File: src/rtl/vram_read_arbiter_pkg.sv
// vram_pkg: shared definitions for the VRAM read arbiter.
//   arb_state_t   - arbiter state (RUN, DRAIN, PAUSED)
//   TAG_DEPTH     - tag delay-line depth for the default memory latency
//   tag_depth()   - tag delay-line depth for an arbitrary memory latency
//   rr_next_grant - round-robin search; returns the winning index, or
//                   num_req when no requester is valid
package vram_pkg;

    typedef enum logic [1:0] {
        RUN    = 2'd0,
        DRAIN  = 2'd1,
        PAUSED = 2'd2
    } arb_state_t;

    localparam int unsigned DEFAULT_MEM_LATENCY = 2;
    localparam int unsigned TAG_DEPTH           = DEFAULT_MEM_LATENCY + 1;

    // One extra stage covers the mem_en/mem_addr output register.
    function automatic int unsigned tag_depth(input int unsigned mem_latency);
        return mem_latency + 1;
    endfunction

    // Search starts one past the last winner and wraps; supports up to 32 requesters.
    function automatic int unsigned rr_next_grant(input logic [31:0] valid,
                                                  input int unsigned last_grant,
                                                  input int unsigned num_req);
        int unsigned pick;
        int unsigned idx;
        pick = num_req;
        for (int unsigned k = 1; k <= num_req; k++) begin
            idx = (last_grant + k) % num_req;
            if (pick == num_req && valid[idx[4:0]]) begin
                pick = idx;
            end
        end
        return pick;
    endfunction

endpackage

File: src/rtl/vram_read_arbiter_latency.sv
// latency: generic shift-register delay line.
//   clk     - rising-edge clock
//   rst     - synchronous, active-high reset; clears every stage
//   sample  - value entering the line
//   delayed - sample as it was LENGTH cycles earlier
module latency #(
    parameter int unsigned LENGTH = 1,
    parameter int unsigned WIDTH  = 1
) (
    input  logic             clk,
    input  logic             rst,
    input  logic [WIDTH-1:0] sample,
    output logic [WIDTH-1:0] delayed
);

    logic [WIDTH-1:0] stage [LENGTH];

    always_ff @(posedge clk) begin
        if (rst) begin
            for (int unsigned i = 0; i < LENGTH; i++) begin
                stage[i] <= '0;
            end
        end else begin
            stage[0] <= sample;
            for (int unsigned i = 1; i < LENGTH; i++) begin
                stage[i] <= stage[i-1];
            end
        end
    end

    assign delayed = stage[LENGTH-1];

endmodule

File: src/rtl/vram_read_arbiter.sv
// vram_read_arbiter: round-robin sharing of one fixed-latency, non-stallable
// memory read port among NUM_REQ requesters, with a pause/drain handshake.
//   clk, rst             - clock; synchronous active-low reset
//   req_valid/req_addr   - per-requester read requests (packed addresses)
//   req_ready            - one-hot combinational grant
//   mem_en/mem_addr      - registered memory read port
//   mem_rdata            - memory data, MEM_LATENCY cycles after mem_en
//   rsp_valid/rsp_data   - one-hot response strobe and returned data
//   pause_req/pause_ack  - quiesce request and acknowledge (drained)
//   busy                 - at least one read in flight
module vram_read_arbiter
    import vram_pkg::*;
#(
    parameter int unsigned NUM_REQ     = 4,
    parameter int unsigned ADDR_WIDTH  = 17,
    parameter int unsigned DATA_WIDTH  = 8,
    parameter int unsigned MEM_LATENCY = 2
) (
    input  logic                          clk,
    input  logic                          rst,
    input  logic [NUM_REQ-1:0]            req_valid,
    input  logic [NUM_REQ*ADDR_WIDTH-1:0] req_addr,
    output logic [NUM_REQ-1:0]            req_ready,
    output logic                          mem_en,
    output logic [ADDR_WIDTH-1:0]         mem_addr,
    input  logic [DATA_WIDTH-1:0]         mem_rdata,
    output logic [NUM_REQ-1:0]            rsp_valid,
    output logic [DATA_WIDTH-1:0]         rsp_data,
    input  logic                          pause_req,
    output logic                          pause_ack,
    output logic                          busy
);

    localparam int unsigned IDX_W   = $clog2(NUM_REQ);
    localparam int unsigned CNT_W   = $clog2(MEM_LATENCY + 2);
    localparam int unsigned TAG_LEN = tag_depth(MEM_LATENCY);

    arb_state_t             state;
    logic [IDX_W-1:0]       last_grant;
    logic [CNT_W-1:0]       inflight;
    logic [CNT_W-1:0]       inflight_next;
    logic [31:0]            valid_wide;
    int unsigned            pick;
    logic [IDX_W-1:0]       pick_idx;
    logic [ADDR_WIDTH-1:0]  sel_addr;
    logic                   transfer;
    logic                   rsp_any;

    // Grants are also masked while reset is held, so nothing is offered
    // to a requester before the arbiter is out of reset.
    always_comb begin
        valid_wide               = '0;
        valid_wide[NUM_REQ-1:0]  = req_valid;
        pick                     = rr_next_grant(valid_wide, 32'(last_grant), NUM_REQ);
        pick_idx                 = pick[IDX_W-1:0];
        sel_addr                 = req_addr[pick_idx*ADDR_WIDTH +: ADDR_WIDTH];
        req_ready                = '0;
        transfer                 = 1'b0;
        if (rst && state == RUN && pick < NUM_REQ) begin
            req_ready[pick_idx] = 1'b1;
            transfer            = 1'b1;
        end
    end

    assign rsp_any = |rsp_valid;

    always_comb begin
        inflight_next = inflight;
        if (transfer && !rsp_any) begin
            inflight_next = inflight + CNT_W'(1);
        end else if (!transfer && rsp_any) begin
            inflight_next = inflight - CNT_W'(1);
        end
    end

    // DRAIN completes on the next count, so pause_ack is visible the
    // cycle right after the final response.
    always_ff @(posedge clk) begin
        if (!rst) begin
            state      <= RUN;
            last_grant <= IDX_W'(NUM_REQ - 1);
            mem_en     <= 1'b0;
            mem_addr   <= '0;
            inflight   <= '0;
            pause_ack  <= 1'b0;
        end else begin
            mem_en   <= transfer;
            inflight <= inflight_next;
            if (transfer) begin
                mem_addr   <= sel_addr;
                last_grant <= pick_idx;
            end
            case (state)
                RUN: begin
                    if (pause_req) begin
                        state <= DRAIN;
                    end
                end
                DRAIN: begin
                    if (!pause_req) begin
                        state <= RUN;
                    end else if (inflight_next == '0) begin
                        state     <= PAUSED;
                        pause_ack <= 1'b1;
                    end
                end
                PAUSED: begin
                    if (!pause_req) begin
                        state     <= RUN;
                        pause_ack <= 1'b0;
                    end
                end
                default: begin
                    state     <= RUN;
                    pause_ack <= 1'b0;
                end
            endcase
        end
    end

    assign busy     = (inflight != '0);
    assign rsp_data = mem_rdata;

    // Grant vector travels alongside the read so the data is steered back
    // to the requester that issued it.
    latency #(
        .LENGTH (TAG_LEN),
        .WIDTH  (NUM_REQ)
    ) u_tag_delay (
        .clk     (clk),
        .rst     (~rst),
        .sample  (req_ready),
        .delayed (rsp_valid)
    );

endmodule

File: config.mk
export PLATFORM = sky130hd
export DESIGN_NAME = vram_read_arbiter
export DESIGN_NICKNAME = d
export VERILOG_FILES = /design/src/rtl/vram_read_arbiter_pkg.sv /design/src/rtl/vram_read_arbiter_latency.sv /design/src/rtl/vram_read_arbiter.sv
export SDC_FILE = /design/constraint.sdc
export NUM_CORES = 1
export LEC_CHECK = 0
export ABC_AREA = 1
export CAP_MARGIN = 20
export CORE_MARGIN = 10
export CORE_UTILIZATION = 40
export CTS_BUF_LIST = sky130_fd_sc_hd__clkbuf_8
export CTS_CLUSTER_DIAMETER = 50
export DETAILED_ROUTE_END_ITERATION = 8
export PLACE_DENSITY = 0.83
export SLEW_MARGIN = 5
export SYNTH_ARGS = -nofsm -noshare
export SYNTH_HDL_FRONTEND = slang
export SYNTH_SLANG_ARGS = --single-unit
File: constraint.sdc
create_clock -name clk -period 2.45 [get_ports clk]
set_clock_uncertainty 0.1 [all_clocks]
set_input_delay 0.49 -clock clk [delete_from_list [all_inputs] [get_ports clk]]
set_output_delay 0.49 -clock clk [all_outputs]
set_load 0.05 [all_outputs]
== After elaboration in Yosys (flattened, before gate mapping) ==
Memory sizes are Yosys's and may differ from the RTL's.
Index checks and enable logic that the tools add are counted.

* Bits in registers: 25
* Memory bits (writable): 12
* Input bits: 83
* Output and inout port bits: 36
* Word-level logic and storage cells: 84
* Memories: 1

* $add $sub $neg: 6
* Multiply operators: 1
* Order comparisons: 7
* Equality and inequality tests: 10
* Shift operators: 1
* Muxes and demuxes: 32
* Bitwise gates (word level): 4
* Reduce and logical (&&, ||, !) cells: 16

{| class="wikitable"
|+ Memory list
! name !! depth !! width !! rd ports !! clocked after Yosys merged registers in !! wr ports !! line !! source
|-
| u_tag_delay.stage || 3 || 4 || 3 || 0 || 3 || vram_read_arbiter_latency.sv:16 || <nowiki>logic [WIDTH-1:0] stage [LENGTH];</nowiki>
|}

{| class="wikitable"
|+ Operator list
! operator !! number
|-
| indexed part select 68 x 8 -> 17 bit || 1
|-
| equality test 32 x 3 -> 1 bit (second input constant) || 2
|-
| < comparator 32 x 3 -> 1 bit (second input constant) || 1
|-
| 2-to-1 mux 32 bit || 1
|-
| < comparator 2 x 6 -> 1 bit (second input constant) || 4
|-
| 2-to-1 mux 4 bit || 4
|-
| 2-to-1 mux 2 bit || 6
|-
| 2-to-1 mux 1 bit || 11
|-
| 2-to-1 mux 3 bit || 3
|-
| binary-select mux 1 bit (select 2 bit) || 4
|-
| logical AND 1 bit || 8
|-
| != test 2 bit (second input constant) || 4
|-
| multiplier 2 x 5 -> 7 bit (second input constant) || 1
|-
| adder 2 x 1 -> 2 bit (second input constant) || 3
|-
| case mux 2 bit (3 select lines) || 1
|-
| adder 2 bit (second input constant) || 2
|-
| logical NOT 2 bit || 2
|-
| AND reduction 4 bit || 1
|-
| OR reduction 4 bit || 1
|-
| equality test 3 bit (second input constant) || 1
|-
| < comparator 2 x 3 -> 1 bit (second input constant) || 1
|-
| != test 3 bit (second input constant) || 1
|-
| bitwise OR 1 bit || 3
|-
| case mux 1 bit (3 select lines) || 1
|-
| 9 further kinds || 10
|}

== Logic depth before layout (Yosys ltp) ==
* Depth after elaboration: 24
* Mapped depth: 18
* Depth with buffers taken out: 17

== Modules after synthesis ==
Synthesis repeated with hierarchy kept, for this count alone.

* Cell total of the unflattened synthesis: 358
* Area, all modules: 2247.2 um2

{| class="wikitable"
|+ By module, submodules not included
! module !! times used !! cells an instance !! area an instance (um2) !! seq. area each (um2)
|-
| vram_read_arbiter || 1 || 317 || 1875.5 || 500.5
|-
| latency || 1 || 41 || 371.6 || 240.2
|}

== Worst setup path after synthesis ==
Ideal clock, no wire load.

* Kind: in2out
* Start: input port req_valid[1]
* End: output port req_ready[2]
* Arrival time: 2.168 ns
* Required time: 1.860 ns
* Slack: -0.308 ns
* Stages: 14
* Path buffers: 1
* Cells stage by stage: inv_1 nand2_1 nand3_1 nand2_4 nor2_4 nand2_2 nor2_4 nand2_1 nand2_2 inv_4 nor2_8 inv_4 buf_6 nor2_1

* Longest elaborated chain between the ends: 17

{| class="wikitable"
|+ RTL lines
! item !! line !! source
|-
| start: declaration || vram_read_arbiter.sv:21 || <nowiki>input logic [NUM_REQ-1:0] req_valid,</nowiki>
|-
| binary-select mux 1 bit (select 2 bit) || vram_read_arbiter_pkg.sv:32 || <nowiki>if (pick == num_req && valid[idx[4:0]]) begin</nowiki>
|-
| 2-to-1 mux 1 bit (implied by the code) || vram_read_arbiter_pkg.sv:32 ||
|-
| 2-to-1 mux 3 bit || vram_read_arbiter_pkg.sv:32 ||
|-
| equality test 3 bit || vram_read_arbiter_pkg.sv:32 ||
|-
| logical AND 1 bit || vram_read_arbiter_pkg.sv:32 ||
|-
| 2-to-1 mux 3 bit || vram_read_arbiter_pkg.sv:32 ||
|-
| equality test 32 x 3 -> 1 bit || vram_read_arbiter_pkg.sv:32 ||
|-
| logical AND 1 bit || vram_read_arbiter_pkg.sv:32 ||
|-
| 2-to-1 mux 3 bit || vram_read_arbiter_pkg.sv:32 ||
|-
| equality test 32 x 3 -> 1 bit || vram_read_arbiter_pkg.sv:32 ||
|-
| logical AND 1 bit || vram_read_arbiter_pkg.sv:32 ||
|-
| 2-to-1 mux 32 bit * || vram_read_arbiter_pkg.sv:32 ||
|-
| branches (longest 4 deep; another with < comparator 32 x 3 -> 1 bit) || -- ||
|-
| 2-to-1 mux 4 bit * || vram_read_arbiter.sv:59 || <nowiki>if (rst && state == RUN && pick < NUM_REQ) begin</nowiki>
|-
| end: declaration || vram_read_arbiter.sv:23 || <nowiki>output logic [NUM_REQ-1:0] req_ready,</nowiki>
|}

Every way passes the cells marked *. The select of a mux whose other input is x is not followed.

== Worst setup path in the final report ==
* Start: register last_grant[0]
* End: output port req_ready[3]

* Longest elaborated chain between the ends: 18

{| class="wikitable"
|+ RTL lines
! item !! line !! source
|-
| start: declaration || vram_read_arbiter.sv:39 || <nowiki>logic [IDX_W-1:0] last_grant;</nowiki>
|-
| start signal: assignment || vram_read_arbiter.sv:81 || <nowiki>last_grant <= IDX_W'(NUM_REQ - 1);</nowiki>
|-
| start signal: assignment || vram_read_arbiter.sv:91 || <nowiki>last_grant <= pick_idx;</nowiki>
|-
| adder 2 x 1 -> 2 bit || vram_read_arbiter_pkg.sv:31 || <nowiki>idx = (last_grant + k) % num_req;</nowiki>
|-
| binary-select mux 1 bit (select 2 bit) || vram_read_arbiter_pkg.sv:32 ||
|-
| 2-to-1 mux 1 bit (implied by the code) || vram_read_arbiter_pkg.sv:32 ||
|-
| 2-to-1 mux 3 bit || vram_read_arbiter_pkg.sv:32 ||
|-
| equality test 3 bit || vram_read_arbiter_pkg.sv:32 ||
|-
| logical AND 1 bit || vram_read_arbiter_pkg.sv:32 ||
|-
| 2-to-1 mux 3 bit || vram_read_arbiter_pkg.sv:32 ||
|-
| equality test 32 x 3 -> 1 bit || vram_read_arbiter_pkg.sv:32 ||
|-
| logical AND 1 bit || vram_read_arbiter_pkg.sv:32 ||
|-
| 2-to-1 mux 3 bit || vram_read_arbiter_pkg.sv:32 ||
|-
| equality test 32 x 3 -> 1 bit || vram_read_arbiter_pkg.sv:32 ||
|-
| logical AND 1 bit || vram_read_arbiter_pkg.sv:32 ||
|-
| 2-to-1 mux 32 bit * || vram_read_arbiter_pkg.sv:32 ||
|-
| branches (longest 4 deep; another with < comparator 32 x 3 -> 1 bit) || -- ||
|-
| 2-to-1 mux 4 bit * || vram_read_arbiter.sv:59 ||
|}

Marked as above.

==> out/results.txt <==
Int Pwr -> 2.078 mW
Setup Slack @ Placement -> -0.3176 ns
Congestion Overflow GR -> 0
Vias in the first global route -> 2450
WL final -> 7432 um
Core area -> 5172 um2
Max Slew Vio Count -> 0
Vias -> 2422
Skew-Pair Late Insertion Delay -> 0.29 ns
Worst setup margin -> -0.1262 ns
Port-buffer cells -> 102
Final setup fails -> 4
Outcome -> complete, but fails checks
FILL cells -> 386
Layout cells sized above 1 -> 0.2097
Worst-Margin Slew -> 0.5700 ns
Crit path cell chain -> buf_12, inv_8, nand2_2, nand2_4, nand2_4, nand2_4, nor2_4, nand2_2, nor2_4, nand2_2, nand3_4, nand2_4, nor2_4, buf_12
Critical path data required time -> 1.86 ns
Starting Density -> 0.4165
Final Hold Vio Count -> 0
Normalized max-slew margin -> 0.6188
Clock root cell -> clkbuf_8
Max_cap viols -> 0
Die area -> 8722 um2
Min Tclk post-route -> 2.576 ns
Number of CTS-inserted buffers -> 5
Max IR drop VDD -> 0.0005624 V
Vias per std cell -> 4.631
Worst setup SP type -> flip-flop
Die Span Y -> 93.39 um
Hold Buf Count CTS -> 0
Commonest non-fill, non-tap cells in the layout -> 96 x nand2_1, 94 x clkdlybuf4s50_1, 40 x nor2_1
I/O pin total -> 119
Placed Cells -> 505
Routed WL per cell -> 14.21 um
Crit-path most repeated cell -> nand2_4
CP max stage delay -> 0.34 ns
Register area -> 745.7 um2
Worst hold margin -> 0.3151 ns
TritonCTS Sinks -> 37
Cell Count, Final, Fillers Out -> 523
Core Rows -> 26
Drt pass-1 iters -> 4
Crit-path max FO -> 8
Pwr dens -> 1064 nW/um2
Most common cell after layout, fill and taps aside -> nand2_1
Reg power frac -> 0.227
Max Root-Sink Buffers -> 2
Worst hold path class -> reg -> reg
# DRC -> 0
Synth unique cells -> 28
CP Data Arrival Time -> 1.99 ns
Switching part of the total -> 0.4652
Post-DRT Antenna Nets -> 0
Cell Area, Synth -> 2155 um2
Nets -> 536
FMAX -> 388.2 MHz
Syn Nets -> 417
Family with the most delay on the worst path -> simple AND/OR/NAND/NOR gates
Antenna diode count -> 0
Finished Core Util -> 0.7059
Worst Path Buf+Inv -> 3
RSZ-0062 raised after global routing -> true
Leak -> 1.730 nW
Largest net degree at the start of global routing -> 22
Critical path type -> reg -> out
Initial antenna violation count -> 0
Synthesis-stage register bit count -> 37
H-tree levels -> 2
Yosys warnings -> 0
P_sw -> 1.808 mW
Die width -> 93.39 um
DP HPWL -> 5479 um
Reg clk slew, reported paths -> 0.08 ns
Post-synthesis cell count -> 333
Clock Power Share -> 0.140
Global placement routability congestion -> 0.7891
Multi-input combinational cell area -> 1190 um2
Type of destination of the critical path -> primary output
Power share of the combinational group -> 0.633
First-pass GRT wire length -> 11410 um
Overall routing resource usage -> 0.1621
Period utilization -> 1.052
Area Overhead vs Synth -> 69.45%
CTS tree -> built
Failing checks -> setup timing
Avg Inst Size Synth -> 6.470 um2
DRT iter0 DRCs -> 80
Sequential cell area fraction in the yosys report -> 0.3438
Critical-path top delay cell -> dfxtp_2
power groups by stage:
stage	registers [mW]	logic, mW	clock network [mW]
after floorplan	1.30	1.04	0
after global placement	0.875	2.19	0
after detailed placement	0.886	2.22	0
after CTS	0.876	2.37	0.553
after global routing	0.900	2.66	0.577
final	0.884	2.46	0.544
logic make-up after synthesis:
group / share of synthesized area
AO/OA/AOI/OAI: 0.09349
buffers and inverters: 0.1597
adder cells (fa/ha/maj): 0.005806
flip-flops: 0.3438
AND/OR/NAND/NOR: 0.3972
timing repair:
| action | 4_1_cts | 5_1_grt |
|---|---|---|
| setup endpoints to repair | 4 | 4 |
| pin swaps | 15 | 10 |
| resized for setup | 21 | 18 |
| setup buffers | 7 | 3 |
registers in the layout (all words and copies together) (netlist names):
register	count
mem_addr	17
pause_ack	1
inflight	2
state	2
last_grant	2
u_tag_delay.stage	12
mem_en	1
layout make-up:
class	instances	area share
flip-flops and latches	37	0.2042
clock buffers	5	0.01885
repair buffers	137	0.3691
inverters	40	0.04524
clock inverters	3	0.01268
multi-input cells	231	0.3259
well taps	70	0.02399
cells in the mapped netlist:
cell type	count	area, um2
nor3_1	3	15.01
inv_1	34	127.6
a21oi_1	3	15.01
nand3_2	1	10.01
inv_8	1	11.26
inv_4	2	12.51
buf_6	4	45.04
and2_2	1	7.510
nor2_8	1	20.02
nor2_1	44	165.2
nand2_2	9	56.30
nand2_4	2	22.52
buf_4	12	90.09
buf_2	5	25.02
nand3_1	22	110.1
o21ai_2	1	8.760
nand2_1	107	401.6
dfxtp_1	37	740.7
nor2_4	2	22.52
ha_1	1	12.51
inv_2	3	11.26
clkbuf_1	3	11.26
nor2_2	2	12.51
o211ai_1	11	82.58
o21ai_1	7	35.03
nor4_1	2	12.51
o21ai_0	12	60.06
dlygate4sd3_1	1	10.01
tightest hold or removal path, stage by stage (launching register included):
cell,delay [ns]
dfxtp_1,0.31
nand2_1,0.04
inv_1,0.04
per-layer routing:
| metal | GRT usage | vias to the layer above | routed length [um] |
|---|---|---|---|
| li1 | - | 1254 | - |
| met1 | 0.1581 | 1071 | 2728 |
| met2 | 0.2964 | 89 | 3821 |
| met3 | 0.07674 | 8 | 798 |
| met4 | 0.04756 | 0 | 82 |
| met5 | 0 | - | 0 |
path summary, 6_finish.rpt:
kind,from,to,slack [ns],depth (start not counted)
setup / recovery,last_grant[0],req_ready[3],-0.13,14
hold / removal,u_tag_delay.stage[0][4],u_tag_delay.stage[0][8],0.32,2
setup reg to reg,last_grant[0],pause_ack,0.23,19
hold reg to reg,u_tag_delay.stage[0][4],u_tag_delay.stage[0][8],0.32,2
metrics by stage:
| stage | setup TNS (ns) | total power, mW | cell area [um2] |
|---|---|---|---|
| after floorplan | 0 | 2.344 | 2170 |
| after global placement | -2.453 | 3.063 | 3337 |
| after detailed placement | -4.169 | 3.109 | 3337 |
| after CTS | -0.4312 | 3.803 | 3565 |
| after global routing | -0.8062 | 4.135 | 3651 |
| final | -0.4057 | 3.886 | 3651 |
(Power assumes the default switching activity.)
